## src/rtl/rs_scheduler.sv

```systemverilog
// Reservation-station bank for one functional unit: allocate on issue,
// wake operands from the CDB, and dispatch the lowest ready entry.
module rs_scheduler #(
  parameter int num_entries = 4,
  parameter int data_width  = 16,
  parameter int tag_width   = 3
) (
  input  logic                          clk,
  input  logic                          rst_n,
  input  logic                          flush,
  input  logic                          issue_valid,
  input  logic [3:0]                    issue_op,
  input  logic [data_width-1:0]         issue_Vj,
  input  logic                          issue_Vj_valid,
  input  logic [tag_width-1:0]          issue_Qj,
  input  logic [data_width-1:0]         issue_Vk,
  input  logic                          issue_Vk_valid,
  input  logic [tag_width-1:0]          issue_Qk,
  input  logic [tag_width-1:0]          issue_dest,
  output logic                          full,
  input  logic                          cdb_valid,
  input  logic [tag_width-1:0]          cdb_tag,
  input  logic [data_width-1:0]         cdb_data,
  input  logic                          fu_ready,
  output logic                          disp_valid,
  output logic [3:0]                    disp_op,
  output logic [data_width-1:0]         disp_Vj,
  output logic [data_width-1:0]         disp_Vk,
  output logic [tag_width-1:0]          disp_dest,
  output logic [$clog2(num_entries):0]  occupancy
);

  localparam int idx_w = $clog2(num_entries);
  localparam int occ_w = idx_w + 1;

  typedef struct packed {
    logic                  busy;
    logic [3:0]            op;
    logic [data_width-1:0] vj;
    logic                  vj_valid;
    logic [tag_width-1:0]  qj;
    logic [data_width-1:0] vk;
    logic                  vk_valid;
    logic [tag_width-1:0]  qk;
    logic [tag_width-1:0]  dest;
  } ent_t;

  ent_t ent_q [num_entries];
  ent_t ent_d [num_entries];
  logic [occ_w-1:0] occ_q, occ_d;

  logic [num_entries-1:0] busy;
  logic [num_entries-1:0] ready;
  logic [idx_w-1:0]       alloc_idx;
  logic [idx_w-1:0]       sel_idx;
  logic                   alloc_ok;
  logic                   disp_fire;
  ent_t                   new_ent;
  ent_t                   sel_ent;

  always_comb begin
    busy  = '0;
    ready = '0;
    for (int i = 0; i < num_entries; i++) begin
      busy[i]  = ent_q[i].busy;
      ready[i] = ent_q[i].busy & ent_q[i].vj_valid & ent_q[i].vk_valid;
    end
  end

  assign full       = &busy;
  assign disp_valid = |ready;
  assign alloc_ok   = issue_valid & ~full;
  assign disp_fire  = disp_valid & fu_ready;

  // Descending scan so the lowest index wins
  always_comb begin
    alloc_idx = '0;
    sel_idx   = '0;
    for (int i = num_entries - 1; i >= 0; i--) begin
      if (!busy[i])
        alloc_idx = idx_w'(i);
      if (ready[i])
        sel_idx = idx_w'(i);
    end
  end

  always_comb begin
    sel_ent = '0;
    if (disp_valid)
      sel_ent = ent_q[sel_idx];
  end

  assign disp_op   = sel_ent.op;
  assign disp_Vj   = sel_ent.vj;
  assign disp_Vk   = sel_ent.vk;
  assign disp_dest = sel_ent.dest;
  assign occupancy = occ_q;

  always_comb begin
    new_ent          = '0;
    new_ent.busy     = 1'b1;
    new_ent.op       = issue_op;
    new_ent.vj       = issue_Vj;
    new_ent.vj_valid = issue_Vj_valid;
    new_ent.qj       = issue_Qj;
    new_ent.vk       = issue_Vk;
    new_ent.vk_valid = issue_Vk_valid;
    new_ent.qk       = issue_Qk;
    new_ent.dest     = issue_dest;
    if (cdb_valid && !issue_Vj_valid && issue_Qj == cdb_tag) begin
      new_ent.vj       = cdb_data;
      new_ent.vj_valid = 1'b1;
    end
    if (cdb_valid && !issue_Vk_valid && issue_Qk == cdb_tag) begin
      new_ent.vk       = cdb_data;
      new_ent.vk_valid = 1'b1;
    end
  end

  always_comb begin
    for (int i = 0; i < num_entries; i++) begin
      ent_d[i] = ent_q[i];
      if (cdb_valid && ent_q[i].busy) begin
        if (!ent_q[i].vj_valid && ent_q[i].qj == cdb_tag) begin
          ent_d[i].vj       = cdb_data;
          ent_d[i].vj_valid = 1'b1;
        end
        if (!ent_q[i].vk_valid && ent_q[i].qk == cdb_tag) begin
          ent_d[i].vk       = cdb_data;
          ent_d[i].vk_valid = 1'b1;
        end
      end
    end
    // Alloc and dispatch never target the same slot: one is free, one busy
    if (disp_fire)
      ent_d[sel_idx] = '0;
    if (alloc_ok)
      ent_d[alloc_idx] = new_ent;
    if (flush) begin
      for (int i = 0; i < num_entries; i++)
        ent_d[i] = '0;
    end
  end

  always_comb begin
    occ_d = occ_q;
    unique case ({alloc_ok, disp_fire})
      2'b10:   occ_d = occ_q + occ_w'(1);
      2'b01:   occ_d = occ_q - occ_w'(1);
      default: occ_d = occ_q;
    endcase
    if (flush)
      occ_d = '0;
  end

  always_ff @(posedge clk or negedge rst_n) begin
    if (!rst_n) begin
      occ_q <= '0;
      for (int i = 0; i < num_entries; i++)
        ent_q[i] <= '0;
    end else begin
      occ_q <= occ_d;
      for (int i = 0; i < num_entries; i++)
        ent_q[i] <= ent_d[i];
    end
  end

endmodule

```

## config.mk

```make
export PLATFORM = sky130hd
export DESIGN_NAME = rs_scheduler
export DESIGN_NICKNAME = d
export VERILOG_FILES = /design/src/rtl/rs_scheduler.sv
export SDC_FILE = /design/constraint.sdc
export NUM_CORES = 1
export LEC_CHECK = 0
export CAP_MARGIN = 20
export CORE_AREA = 2 2 120 238
export CTS_CLUSTER_DIAMETER = 100
export DETAILED_ROUTE_END_ITERATION = 6
export DIE_AREA = 0 0 122 240
export PLACE_DENSITY = 0.6
export REMOVE_ABC_BUFFERS = 1
export SKIP_LAST_GASP = 1
export SYNTH_ARGS = -nofsm -noshare
export SYNTH_HDL_FRONTEND = slang
export SYNTH_SLANG_ARGS = --single-unit
```

## constraint.sdc

```tcl
create_clock -name clk -period 2.35 [get_ports clk]
set_input_delay 0.47 -clock clk [delete_from_list [all_inputs] [get_ports clk]]
set_output_delay 0.47 -clock clk [all_outputs]
set_load 0.01 [all_outputs]
```

==> results by group, run 1 <==
Floorplan
  – Area of the die: 29300 sq um
  – I/O pin count: 116
  – Core Rows: 86
  – Core box area: 27400 sq um
  – Chip width: 122 microns
  – Die height: 240 microns
  – Starting Density: 39.6%

Detailed routing
  – Post-DR wirelength/cell: 25.8 microns
  – Antenna viol nets, final: 0
  – Routed vias/inst: 6.51
  – Drt first pass iters: 5
  – Vias: 10744
  – Routed WL: 42600 microns
  – Initial DRC count: 796
  – DRC: 0

Logic synthesis
  – Post-synth top cells: 195 x dfrtp_1, 96 x mux2i_1, 80 x nor2_1, 77 x clkbuf_1, 68 x o22ai_1
  – Mapped Cells: 1087
  – Yosys warnings: 0
  – Post-synth top area share: 44.9%
  – Post-Syn Area: 10900 sq um
  – Most frequent cell after synthesis: dfrtp_1
  – Yosys top cell by area: dfrtp_1
  – Synth Area per Inst: 9.99 sq um
  – Post-synthesis async set-or-reset flop share: 100%
  – Number of synthesized register bits: 195
  – Synth top area cells: dfrtp_1 45%, mux2i_1 8.9%, o221ai_1 5.2%, o22ai_1 3.9%, a221oi_1 3.1%
  – Count of cell types in the netlist: 48
  – Register area share after synthesis: 44.9%
  – Number of flops mapped to enable cells by yosys: 0
  – Ys flop type: dfrtp_1

STA
  – Tmin final: 2.67 ns
  – Count of final setup violators: 40
  – Final hold violations: 4
  – Clk_skew: 0.0110 ns
  – Hold slack: -0.0219 ns
  – Measured slew at the worst slew-check pin: 0.597 ns
  – Final period utilization: 114%
  – Max Slew Vio Count: 0
  – RSZ-0062 raised after global routing: true
  – Peak Freq: 0.374 GHz
  – Max-slew headroom: 60.2%
  – Setup WS post-layout: -0.324 ns

Placed design
  – Detailed Place HPWL: 27300 microns
  – Placer congestion estimate: 0.850
  – Worst slack, placed: -0.423 ns
  – IO Port Bufs: 115

Setup path
  – Cell Chain, Critical Path: and3_4 -> a211oi_4 -> buf_6 -> buf_8 -> buf_6 -> nor2_2 -> a211oi_2 -> buf_4 -> buf_6
  – R2R depth: 10
  – CP bufs+invs: 5
  – Worst EP arrival: 2.20 ns
  – Reg-to-reg endpoint: occupancy[2]$_DFFE_PN0P_
  – CP Launch Type: flop
  – Slowest cell on the critical path: dfrtp_1
  – Worst-path maximum fanout: 7
  – Worst EP required: 1.88 ns
  – Largest stage delay on the critical path: 0.39 ns
  – Family with the most delay on the worst path: buffers and inverters
  – Crit path kind: flop to output port
  – Register-to-register setup slack: -0.02 ns
  – CP dominant cell by count: buf_6
  – Worst flop-to-flop path startpoint: ent_q[102]$_DFF_PN0_
  – Crit end category: output port

Run status
  – Status: finished, violations left
  – Failing checks: hold timing, setup timing

Clock tree
  – CTS Sinks: 195
  – CTS Root Cell: clkbuf_16
  – H-tree depth: 4
  – Clock Path Buffers: 2
  – Worst skew pair latency: 0.46 ns
  – CTS tree: yes
  – Reg clk slew, reported paths: 0.07 ns
  – TritonCTS Buffers: 17
  – Hold_buf cts: 0

GRT
  – Grt ovf: 0
  – Number of antenna violations at the first check in global routing: 1
  – Vias in the first global route: 11211
  – Total GRT Usage: 29.9%
  – First-pass GRT wire length: 65400 microns
  – Largest net degree at the start of global routing: 63

Final layout
  – Share of layout cells above drive strength 1: 28.7%
  – Final net count: 1360
  – Area delta synth->final: 37.2%
  – Diode count: 0
  – Post-layout util: 54.3%

Power
  – Leakage: 6.19 nW
  – Pwr Density: 499 nW/um^2
  – Peak supply drop: 0.435 mV

Hold path
  – Hold crit path type: primary input to asynchronous set/reset pin

Job
  – Number of max-cap violations: 0
## how the worst max path moves through the flow
stage / from / end / slack, ns / depth (start not counted)
after floorplan: busy[2]$_DFF_PN0_ / disp_Vj[0] / -2.00 / 4
after global placement: ent_q[170]$_DFF_PN0_ / disp_Vj[1] / -0.45 / 6
after detailed placement: ent_q[26]$_DFF_PN0_ / disp_Vj[1] / -0.42 / 7
after CTS: busy[1]$_DFF_PN0_ / disp_Vj[5] / -0.30 / 8
after global routing: busy[0]$_DFF_PN0_ / disp_Vj[3] / -0.38 / 9
final: busy[0]$_DFF_PN0_ / disp_Vj[3] / -0.32 / 9
## power breakdown
part | switching, mW | internal [mW]
registers | 0.0706 | 3.46
clock network | 1.33 | 1.52
logic | 0.607 | 0.444
## cells by family (layout without fill, tap and decap cells)
kind of cell	after synthesis	count (layout)	synth area share (%)
buffers and inverters	151	363	6.38
XOR/XNOR	31	31	2.64
flip-flops	195	195	44.9
adder cells (fa/ha/maj)	1	1	0.184
AND/OR/NAND/NOR	240	240	10.9
AO/OA/AOI/OAI	373	373	26.1
multiplexers	96	96	8.85
## flip-flops by register name, indices dropped and copies added (netlist names)
name,cells
busy,4
ent_q,188
occupancy,3
## layout by cell type, fill, tap and decap left out, types with 5 or more instances in the layout
| cell type | instances |
|---|---|
| nand3_1 | 17 |
| a31oi_1 | 5 |
| o2111ai_1 | 32 |
| mux2i_1 | 96 |
| clkbuf_16 | 18 |
| o221ai_1 | 64 |
| o211ai_1 | 45 |
| buf_16 | 5 |
| inv_1 | 10 |
| nand2_1 | 43 |
| nor3_1 | 40 |
| a22oi_1 | 33 |
| buf_2 | 36 |
| a221oi_1 | 20 |
| buf_4 | 147 |
| a221oi_2 | 19 |
| clkdlybuf4s50_1 | 72 |
| clkbuf_8 | 7 |
| dfrtp_1 | 195 |
| a211oi_2 | 31 |
| nand2b_1 | 11 |
| xnor2_1 | 18 |
| buf_6 | 19 |
| o22ai_1 | 68 |
| a211oi_4 | 9 |
| and2_1 | 5 |
| nand4_1 | 10 |
| buf_12 | 33 |
| nor3_2 | 6 |
| nor2_1 | 76 |
| xor2_1 | 12 |
| a21oi_1 | 27 |
## layout make-up
class	instances	area, sq um
Inverter	11	41.3
Tap cell	352	440
Sequential cell	195	4880
Multi-Input combinational cell	741	5810
Timing Repair Buffer	321	3170
Clock inverter	7	45.0
Fill cell	2472	12500
Clock buffer	24	512
## metal layers
layer | GRT usage, % | routed length, microns | vias to the layer above
met4 | 21.2 | 3020 | 2
met5 | 0 | 12 | -
li1 | - | - | 4633
met3 | 4.86 | 2560 | 181
met2 | 51.6 | 22100 | 532
met1 | 32.7 | 14800 | 5396
## what timing repair did
item / in CTS / in global routing
pin swaps: 34 / 20
endpoints found under the setup margin: 43 / 42
setup buffers: 37 / 9
gates resized for setup: 259 / 33
gates cloned: 7 / 0
## stage by stage
step / hold WS (ns) / std cells / cell area (sq um) / TNS [ns] / power [mW]
floorplan: 0.174 / 947 / 10200 / -213.67 / 3.95
global placement: 0.488 / 1578 / 13400 / -8.35 / 4.58
detailed placement: 0.498 / 1578 / 13400 / -9.33 / 4.59
CTS: 0.00253 / 1643 / 14700 / -9.43 / 7.45
global route: 0.0234 / 1651 / 14900 / -12.53 / 7.67
finish: -0.0219 / 1651 / 14900 / -9.75 / 7.43
(Power assumes the default switching activity.)
==> run 2, diff against run 1 <==
==> constraint.sdc (replaced) <==
create_clock -name clk -period 2.35 [get_ports clk]
set_input_delay 0.47 -clock clk [delete_from_list [all_inputs] [get_ports clk]]
set_output_delay 0.47 -clock clk [all_outputs]
set_load 0.1 [all_outputs]
==> results by group, run 2 (synthesis results as in run 1) <==
Floorplan
  – Chip width: 122 microns (unchanged)
  – I/O pin count: 116 (unchanged)
  – Starting Density: 39.6% (unchanged)
  – Area of the die: 29300 sq um (unchanged)
  – Core box area: 27400 sq um (unchanged)
  – Core Rows: 86 (unchanged)
  – Die height: 240 microns (unchanged)

Run status
  – Failing checks: setup timing
  – Status: finished, violations left

GRT
  – Total GRT Usage: 28.4% (-1.4 points)
  – Grt ovf: 0 (unchanged)
  – Largest net degree at the start of global routing: 63 (unchanged)
  – Vias in the first global route: 10990 (-2.0%)
  – First-pass GRT wire length: 62700 microns (-4.1%)
  – Number of antenna violations at the first check in global routing: 0 (-1)

Power
  – Comb power frac: 14.1% (about the same)
  – Leakage: 6.02 nW (-2.6%)
  – Sequential share of power: 47.1% (-0.4 points)
  – Overall Power: 7.49 mW (+0.85%)
  – Pwr Density: 504 nW/um^2 (+1.1%)
  – Sw Ratio: 27.4% (+0.35 points)
  – P_int: 5.44 mW (+0.37%)
  – Switch Pwr: 2.05 mW (+2.1%)
  – Clock power share: 38.8% (+0.4 points)
  – Peak supply drop: 0.549 mV (+26%)

STA
  – Max-slew headroom: 55.6% (-4.6 points)
  – RSZ-0062 raised after global routing: true
  – Peak Freq: 0.354 GHz (-5.2%)
  – Final period utilization: 120% (+6.3 points)
  – Final hold violations: 0 (-4)
  – Tmin final: 2.82 ns (+0.147 ns)
  – Clk_skew: 0.0131 ns (+0.00211 ns)
  – Measured slew at the worst slew-check pin: 0.664 ns (+0.0674 ns)
  – Setup WS post-layout: -0.472 ns (-0.147 ns)
  – Count of final setup violators: 39 (-2.5%)
  – Max Slew Vio Count: 0 (unchanged)

Detailed routing
  – Routed vias/inst: 6.44 (-1.1%)
  – Routed WL: 40900 microns (-4.0%)
  – Drt first pass iters: 5 (unchanged)
  – DRC: 0 (unchanged)
  – Antenna viol nets, final: 0 (unchanged)
  – Initial DRC count: 753 (-5.4%)
  – Vias: 10461 (-2.6%)
  – Post-DR wirelength/cell: 25.2 microns (-2.4%)

Clock tree
  – CTS tree: yes
  – CTS Root Cell: clkbuf_16
  – TritonCTS Buffers: 17 (unchanged)
  – CTS Sinks: 195 (unchanged)
  – Worst skew pair latency: 0.46 ns (about the same)
  – H-tree depth: 4 (unchanged)
  – Reg clk slew, reported paths: 0.07 ns (about the same)
  – Clock Path Buffers: 2 (unchanged)

Hold path
  – Hold crit path type: primary input to asynchronous set/reset pin

Final layout
  – Most frequent cells in the layout: 195 x dfrtp_1, 146 x buf_4, 96 x mux2i_1
  – Area delta synth->final: 36.9%
  – Register with the most flip-flops: ent_q
  – Post-layout util: 54.2% (-0.13 points)
  – Final net count: 1333 (-2.0%)
  – Max FFs per register: 188 (unchanged)
  – Commonest non-fill, non-tap cell in the layout: dfrtp_1
  – Diode count: 0 (unchanged)
  – Share of layout cells above drive strength 1: 25.7% (-3.0 points)

Placed design
  – Detailed Place HPWL: 26700 microns (-2.2%)
  – Placer congestion estimate: 0.854 (+0.51%)
  – IO Port Bufs: 115 (unchanged)

Setup path
  – Worst EP arrival: 2.35 ns (+0.15 ns)
  – Worst-path maximum fanout: 9 (+2)
  – Crit. Startpoint: busy[3]$_DFF_PN0_
  – R2R depth: 10 (unchanged)
  – Worst EP required: 1.88 ns (about the same)
  – Crit end category: output port
  – Crit path kind: flop to output port
  – Worst flop-to-flop path startpoint: busy[3]$_DFF_PN0_
  – CP Launch Type: flop

Job
  – Number of max-cap violations: 0 (unchanged)
run 2: worst paths after layout:
kind                            slack (ns)                  endpoint
worst min register to register        0.53       ent_q[48]$_DFF_PN0_
min in group clk                      0.42       ent_q[93]$_DFF_PN0_
worst max-delay path                 -0.47                disp_Vj[1]
worst max register to register        0.11  occupancy[2]$_DFFE_PN0P_
max in group asynchronous             1.64       ent_q[14]$_DFF_PN0_
worst min-delay path                 0.007  occupancy[0]$_DFFE_PN0P_
run 2: repair_timing:
action                     4_1_cts  5_1_grt
pin swaps                       25       17
hold buffers                     0        0
setup buffers                   12        4
cloned                           2        1
setup endpoints to repair       39       71
gates resized for setup         58       13
run 2: area by class of cell:
class	instances	area (sq um)
flip-flops and latches	195	4880
clock buffers	22	474
clock inverters	10	95.1
fillers	2451	12600
inverters	11	41.3
well taps	352	440
repair buffers	293	3260
multi-input cells	742	5660
run 2: power groups by stage:
stage | registers [mW] | clock network [mW] | logic, mW
5_1_grt | 3.54 | 3.09 | 1.13
3_5_place_dp | 3.59 | 0 | 1.02
4_1_cts | 3.53 | 2.95 | 1.04
2_1_floorplan | 3.61 | 0 | 0.376
6_report | 3.53 | 2.91 | 1.06
3_3_place_gp | 3.59 | 0 | 1.00
run 2: metal layers:
layer	GRT usage, %	wire, microns
met5	0	0
met4	19.3	2690
met3	4.41	2500
met2	49.9	21600
met1	30.9	14100
run 2: critical path, stage by stage (launching register included):
cell      delay (ns)
dfrtp_1         0.39
nand3_2         0.08
buf_6           0.14
a211oi_4        0.26
buf_6           0.19
buf_12          0.15
nor2_1          0.07
a211oi_4        0.27
buf_4           0.17
buf_12          0.16
run 2: metrics by stage:
stage	std cells	setup TNS (ns)	worst slack [ns]	area [sq um]	hold slack, ns
detailed placement	1575	-12.90	-0.322	13800	0.502
global route	1625	-17.27	-0.534	14900	0.0368
global placement	1575	-8.40	-0.169	13800	0.503
floorplan	947	-287.94	-3.88	10200	0.174
CTS	1621	-14.55	-0.446	14800	0.0167
finish	1625	-14.00	-0.472	14900	0.00709
